--- src/rtl/reg_bank_wb_pkg.sv ---
// Shared types and constants for the register bank / write-back buffer.
package reg_bank_wb_pkg;

  localparam int DATA_W = 16;
  localparam int NREGS  = 16;
  localparam int ADDR_W = $clog2(NREGS);

  // Width of one register slice inside regs_flat; register i sits at reg_lsb(i).
  localparam int REG_SLICE_W = DATA_W;

  typedef struct packed {
    logic [ADDR_W-1:0] addr;
    logic [DATA_W-1:0] data;
  } wb_entry_t;

  function automatic int reg_lsb(input int idx);
    return idx * REG_SLICE_W;
  endfunction

endpackage

--- src/rtl/reg_bank_wb_fifo.sv ---
// wb_fifo: synchronous FIFO of write-back entries. No bypass: a pushed entry
// is visible at the head only from the following cycle.
module wb_fifo
  import reg_bank_wb_pkg::*;
#(
  parameter int DEPTH = 2
) (
  input  logic                     clk,
  input  logic                     rst_n,
  input  logic                     push_i,
  input  wb_entry_t                din_i,
  input  logic                     pop_i,
  output wb_entry_t                dout_o,
  output logic                     full_o,
  output logic                     empty_o,
  output logic [$clog2(DEPTH):0]   count_o
);

  localparam int PW = $clog2(DEPTH);
  localparam int CW = PW + 1;
  localparam logic [PW-1:0] PTR_ONE = PW'(1);
  localparam logic [CW-1:0] CNT_ONE = CW'(1);
  localparam logic [CW-1:0] CNT_MAX = CW'(DEPTH);

  wb_entry_t       mem_q [DEPTH];
  logic [PW-1:0]   wr_ptr_q, rd_ptr_q;
  logic [CW-1:0]   cnt_q;
  logic            do_push, do_pop;

  assign full_o  = (cnt_q == CNT_MAX);
  assign empty_o = (cnt_q == '0);
  assign count_o = cnt_q;
  assign dout_o  = mem_q[rd_ptr_q];

  // Guard against overflow/underflow locally so the FIFO is safe on its own.
  assign do_push = push_i && !full_o;
  assign do_pop  = pop_i  && !empty_o;

  // Storage needs no reset; occupancy is tracked by the pointers/count.
  always_ff @(posedge clk) begin
    if (do_push) mem_q[wr_ptr_q] <= din_i;
  end

  // Pointers wrap naturally since DEPTH is a power of two.
  always_ff @(posedge clk or negedge rst_n) begin
    if (!rst_n) begin
      wr_ptr_q <= '0;
      rd_ptr_q <= '0;
      cnt_q    <= '0;
    end else begin
      if (do_push) wr_ptr_q <= wr_ptr_q + PTR_ONE;
      if (do_pop)  rd_ptr_q <= rd_ptr_q + PTR_ONE;
      case ({do_push, do_pop})
        2'b10:   cnt_q <= cnt_q + CNT_ONE;
        2'b01:   cnt_q <= cnt_q - CNT_ONE;
        default: cnt_q <= cnt_q;
      endcase
    end
  end

endmodule

--- src/rtl/reg_bank_wb.sv ---
// reg_bank_wb: sixteen architectural registers fed by a write-back FIFO, with
// a per-register busy scoreboard. All outputs come straight from flops.
// Optional: define REG_BANK_ZERO_REG_EN to hardwire register 0 to zero.
module reg_bank_wb
  import reg_bank_wb_pkg::*;
#(
  parameter int FIFO_DEPTH = 2
) (
  input  logic                          clk,
  input  logic                          rst_n,
  input  logic                          wb_valid,
  output logic                          wb_ready,
  input  logic [ADDR_W-1:0]             wb_addr,
  input  logic [DATA_W-1:0]             wb_data,
  input  logic                          rsv_valid,
  input  logic [ADDR_W-1:0]             rsv_addr,
  input  logic                          freeze,
  output logic [NREGS*DATA_W-1:0]       regs_flat,
  output logic [NREGS-1:0]              busy,
  output logic [$clog2(FIFO_DEPTH):0]   fifo_count
);

  logic [NREGS-1:0][DATA_W-1:0] regs_q, regs_d;
  logic [NREGS-1:0]             busy_q, busy_d;
  wb_entry_t                    wr_entry, head;
  logic                         full, empty, push, pop;

  assign wr_entry.addr = wb_addr;
  assign wr_entry.data = wb_data;

  // Ready looks only at the registered full flag; a same-cycle pop does not
  // open a slot, which keeps wb_valid -> wb_ready free of combinational paths.
  assign wb_ready = !full;
  assign push     = wb_valid && !full;
  assign pop      = !empty && !freeze;

  wb_fifo #(.DEPTH(FIFO_DEPTH)) u_fifo (
    .clk     (clk),
    .rst_n   (rst_n),
    .push_i  (push),
    .din_i   (wr_entry),
    .pop_i   (pop),
    .dout_o  (head),
    .full_o  (full),
    .empty_o (empty),
    .count_o (fifo_count)
  );

  // Commit the FIFO head into the register array.
  always_comb begin
    regs_d = regs_q;
    if (pop) regs_d[head.addr] = head.data;
`ifdef REG_BANK_ZERO_REG_EN
    regs_d[0] = '0;
`endif
  end

  // Scoreboard: commit clears, reservation sets; set applied last so it wins.
  always_comb begin
    busy_d = busy_q;
    if (pop)       busy_d[head.addr] = 1'b0;
    if (rsv_valid) busy_d[rsv_addr]  = 1'b1;
`ifdef REG_BANK_ZERO_REG_EN
    busy_d[0] = 1'b0;
`endif
  end

  // Register array and scoreboard state.
  always_ff @(posedge clk or negedge rst_n) begin
    if (!rst_n) begin
      regs_q <= '0;
      busy_q <= '0;
    end else begin
      regs_q <= regs_d;
      busy_q <= busy_d;
    end
  end

  assign regs_flat = regs_q;
  assign busy      = busy_q;

endmodule

--- config.mk ---
export PLATFORM = sky130hd
export DESIGN_NAME = reg_bank_wb
export DESIGN_NICKNAME = d
export VERILOG_FILES = /design/src/rtl/reg_bank_wb_pkg.sv /design/src/rtl/reg_bank_wb_fifo.sv /design/src/rtl/reg_bank_wb.sv
export SDC_FILE = /design/constraint.sdc
export NUM_CORES = 1
export LEC_CHECK = 0
export CORE_MARGIN = 2
export CORE_UTILIZATION = 56
export DETAILED_ROUTE_END_ITERATION = 7
export DONT_BUFFER_PORTS = 1
export GPL_TIMING_DRIVEN = 0
export PLACE_DENSITY = 0.71
export SLEW_MARGIN = 20
export SYNTH_ARGS = -nofsm -noshare
export SYNTH_HDL_FRONTEND = slang
export SYNTH_SLANG_ARGS = --single-unit
--- constraint.sdc ---
create_clock -name clk -period 2.7 [get_ports clk]
set_clock_uncertainty 0.1 [all_clocks]
set_input_delay 0.675 -clock clk [delete_from_list [all_inputs] [get_ports clk]]
set_output_delay 0.675 -clock clk [all_outputs]
set_load 0.01 [all_outputs]
==> results.md <==
- Core area: 22,000 um2
- Critical path startpoint category: flip-flop
- Die X: 154 um
- Number of maximum-capacitance constraint violations: 0
- Highest-delay cell along the critical path: sky130_fd_sc_hd__a2111oi_4
- Max H-tree Level: 1
- Number of design-rule violations left by the first detailed-router iteration: 369
- Core utilization of the finished layout: 0.646
- Number of gates resized after CTS: 0
- Cells taking the most area after synthesis: sky130_fd_sc_hd__dfrtp_1 (55%), sky130_fd_sc_hd__mux2_2 (18%), sky130_fd_sc_hd__edfxtp_1 (9.5%)
- P_sw: 0.00656 W
- Height of the die: 154 um
- Power, Total: 0.0185 W
- TritonCTS clock tree: yes
- Non-Filler Cell Area, Final: 14,200 um2
- Layout-stage area growth over the synthesis result: 12.5%
- Count of antenna-violating nets left after detailed routing: 0
- Combinational share of power: 0.237
- # port buffers: 0
- Sequential element share of the synthesized area: 0.641
- Maximum number of pins on one net before global-route repair: 277
- Post-synth cell types: 33
- Insertion delay to the later sink of the worst-skew pair: 550 ps
- Critical path fanouts, max: 10
- DRC violations left: 0
- Number of placement rows: 54
- CP Cell Sequence: buf_6, buf_6, nand3b_1, a2111oi_4, buf_4, mux2_2
- Power Density: 1300 nW/um2
- Full die area: 23,800 um2
- I/O Pins: 304
- Setup slack of the most critical reg-to-reg path: 220 ps
- Total setup violations reported at the end of the flow: 0
- Syn nets: 754
- Category of the most critical setup path: reg -> reg
- Worst-margin pin slew: 991 ps
- Signal arrival time at the worst endpoint: 2810 ps
- Number of sinks driven by the clock tree: 316
- Synth Area per Inst: 17.5 um2
- Number of warning messages in the yosys log: 0
- Most repeated library cell on the critical path: sky130_fd_sc_hd__buf_6
- Gate count after technology mapping: 724
- Antenna violations before repair: 0
- Failing checks: hold timing
- Share of the cycle needed by the critical path after routing: 0.918
- Post-detailed-route wirelength per cell: 27.3 um
- FMAX: 403 MHz
- Post-Place Setup Slack: -440 ps
- Ant. Diodes: 0
- Number of nets at the end of the flow: 812
- Clock root buffer master: sky130_fd_sc_hd__clkbuf_16
- Starting density of the core: 0.574
- Setup WS post-layout: 221 ps
- Top library cells by usage in the layout, fill and taps aside: sky130_fd_sc_hd__dfrtp_1 (276), sky130_fd_sc_hd__mux2_2 (206), sky130_fd_sc_hd__mux2_4 (63), sky130_fd_sc_hd__edfxtp_1 (40), sky130_fd_sc_hd__clkbuf_16 (32)
- Total vias in the final route: 6,406
- Worst IR drop on VDD: 679 uV
- Final hold slack: -282 ps
- Largest stage delay, worst path: 590 ps
- Via density per instance: 5.91
- Max-slew violation count: 0
- Yosys top cell area share: 0.546
- Total CTS buffers: 31
- Worst slew margin relative to its limit: 0.339
- Outcome: finished, violations left
- Synth Cell Area: 12,600 um2
- Share of power burned in the clock network: 0.231
- Remaining global-route overflow: 0
- Critical path capture point type: flip-flop
- Internal: 0.0120 W
- Sequential power share: 0.532
- Proportion of total power due to net switching: 0.354
- Ratio of cells with drive above 1 in the final layout: 0.483
- Standard cell area after detailed placement: 13,000 um2
- All-layer global routing usage: 0.246
- Clock transition time at the flip-flop clock pins of the worst setup and hold paths: 60 ps
- Total count of hold-check failures in the final report: 276
- DP Wirelength: 20.2 mm
- Number of detailed-routing iterations run before antenna repair: 4
- Routability congestion estimate: 0.852
- Leakage component of the power: 6.17 nW
- Setup repair after global routing missed its margin: no
- Required time worst endpoint: 3030 ps
- Crit path time final: 2480 ps
- Vias in the first global route: 6,998
- Class of the worst hold path: in -> async
- Number of synthesized register bits: 316
- Cell taking the most area after synthesis: sky130_fd_sc_hd__dfrtp_1
- Most frequent standard cell in the layout excluding fill and tap cells: sky130_fd_sc_hd__dfrtp_1
- Drt total wl: 29.6 mm
- First-pass GRT wire length: 44.8 mm
- Number of buffers on the longest clock path: 3
-- layer usage --
layer  part of all wire  global-route usage
met5                  0                   0
met4              0.023              0.0556
met3               0.12              0.0972
met2               0.48               0.409
met1               0.38               0.308
-- state kept, by name, summed over array words and instances, names as in the netlist --
name,count
busy,16
u_fifo.mem_q,40
regs_flat,256
u_fifo.wr_ptr_q,1
u_fifo.count_o,2
u_fifo.rd_ptr_q,1
-- final timing paths --
kind	endpoint	depth (start not counted)	start
worst max-delay path	regs_flat[81]	6	u_fifo.rd_ptr_q
worst min-delay path	regs_flat[216]	0	rst_n
worst max register to register	regs_flat[81]	6	u_fifo.rd_ptr_q
worst min register to register	u_fifo.wr_ptr_q	1	u_fifo.wr_ptr_q
max in group asynchronous	regs_flat[115]	0	rst_n
min in group clk	u_fifo.mem_q[1][6]	0	wb_data[6]
-- kinds of logic (layout without fill, tap and decap cells) --
logic type,Yosys count,in the layout,share of synthesized area
AOI/OAI and AO/OA,33,33,0.0428
xor gates and xnor gates,5,5,0.00346
adders and majority gates,1,1,0.000989
buffers and inverters,61,141,0.0312
DFF,316,316,0.641
muxes,276,276,0.266
and+or+nand+nor,32,32,0.0144
-- synthesized netlist by cell type --
cell type                     n
sky130_fd_sc_hd__mux2_2     206
sky130_fd_sc_hd__o21bai_1     1
sky130_fd_sc_hd__nand2b_1     1
sky130_fd_sc_hd__o2bb2ai_1    3
sky130_fd_sc_hd__dfrtp_1    276
sky130_fd_sc_hd__mux2_1       5
sky130_fd_sc_hd__nand2_1     10
sky130_fd_sc_hd__nand3b_2     1
sky130_fd_sc_hd__nand4_1      1
sky130_fd_sc_hd__nand3_1      3
sky130_fd_sc_hd__edfxtp_1    40
sky130_fd_sc_hd__buf_4        5
sky130_fd_sc_hd__and3_1       3
sky130_fd_sc_hd__nor2b_1      2
sky130_fd_sc_hd__nor3b_1      1
sky130_fd_sc_hd__mux2_4      63
sky130_fd_sc_hd__a2111oi_4   16
sky130_fd_sc_hd__o22ai_1      2
sky130_fd_sc_hd__clkbuf_1    16
sky130_fd_sc_hd__xnor2_1      4
sky130_fd_sc_hd__buf_2        3
sky130_fd_sc_hd__xor2_1       1
sky130_fd_sc_hd__o21ai_0     11
sky130_fd_sc_hd__or3_1        1
sky130_fd_sc_hd__and3b_1      1
sky130_fd_sc_hd__or3b_1       2
sky130_fd_sc_hd__nor2_1       3
sky130_fd_sc_hd__mux2i_4      2
sky130_fd_sc_hd__or3b_2       1
sky130_fd_sc_hd__ha_1         1
sky130_fd_sc_hd__inv_1       18
sky130_fd_sc_hd__buf_6       19
sky130_fd_sc_hd__nand3b_1     2
-- worst max-delay path, delay by kind of cell (launching register included) --
family                 cells  cell delay (ps)
DFF                        1              370
buffers and inverters      3              580
and+or+nand+nor            1              370
AOI/OAI and AO/OA          1              590
muxes                      1              340
-- final cells by class --
class | count | area (um2)
Sequential cell | 316 | 8110
Fill cell | 1512 | 7800
Multi-Input combinational cell | 347 | 4150
Clock buffer | 44 | 876
Tap cell | 280 | 350
Buffer | 43 | 327
Timing Repair Buffer | 25 | 208
Clock inverter | 11 | 144
Inverter | 18 | 67.6
-- power groups by stage --
stage	Sequential, W	Clock, W	Combinational, W
floorplan	0.00910	0	0.00351
global placement	0.00983	0	0.00410
detailed placement	0.00991	0	0.00434
CTS	0.00987	0.00436	0.00441
global route	0.0101	0.00454	0.00473
finish	0.00986	0.00429	0.00439
-- stage by stage --
| step | instances | TNS, ps |
|---|---|---|
| 6_report | 1084 | 0 |
| 5_1_grt | 1084 | 0 |
| 4_1_cts | 1080 | 0 |
| 3_5_place_dp | 1005 | -27110 |
| 3_3_place_gp | 1004 | -20540 |
| 2_1_floorplan | 724 | 0 |
-- what timing repair did --
action	4_1_cts	5_1_grt
cloned	0	0
setup endpoints to repair	107	29
setup buffers	20	4
pin swaps	12	4
hold endpoints to repair	276	276
Note: power is estimated with default switching activity, not from simulation.
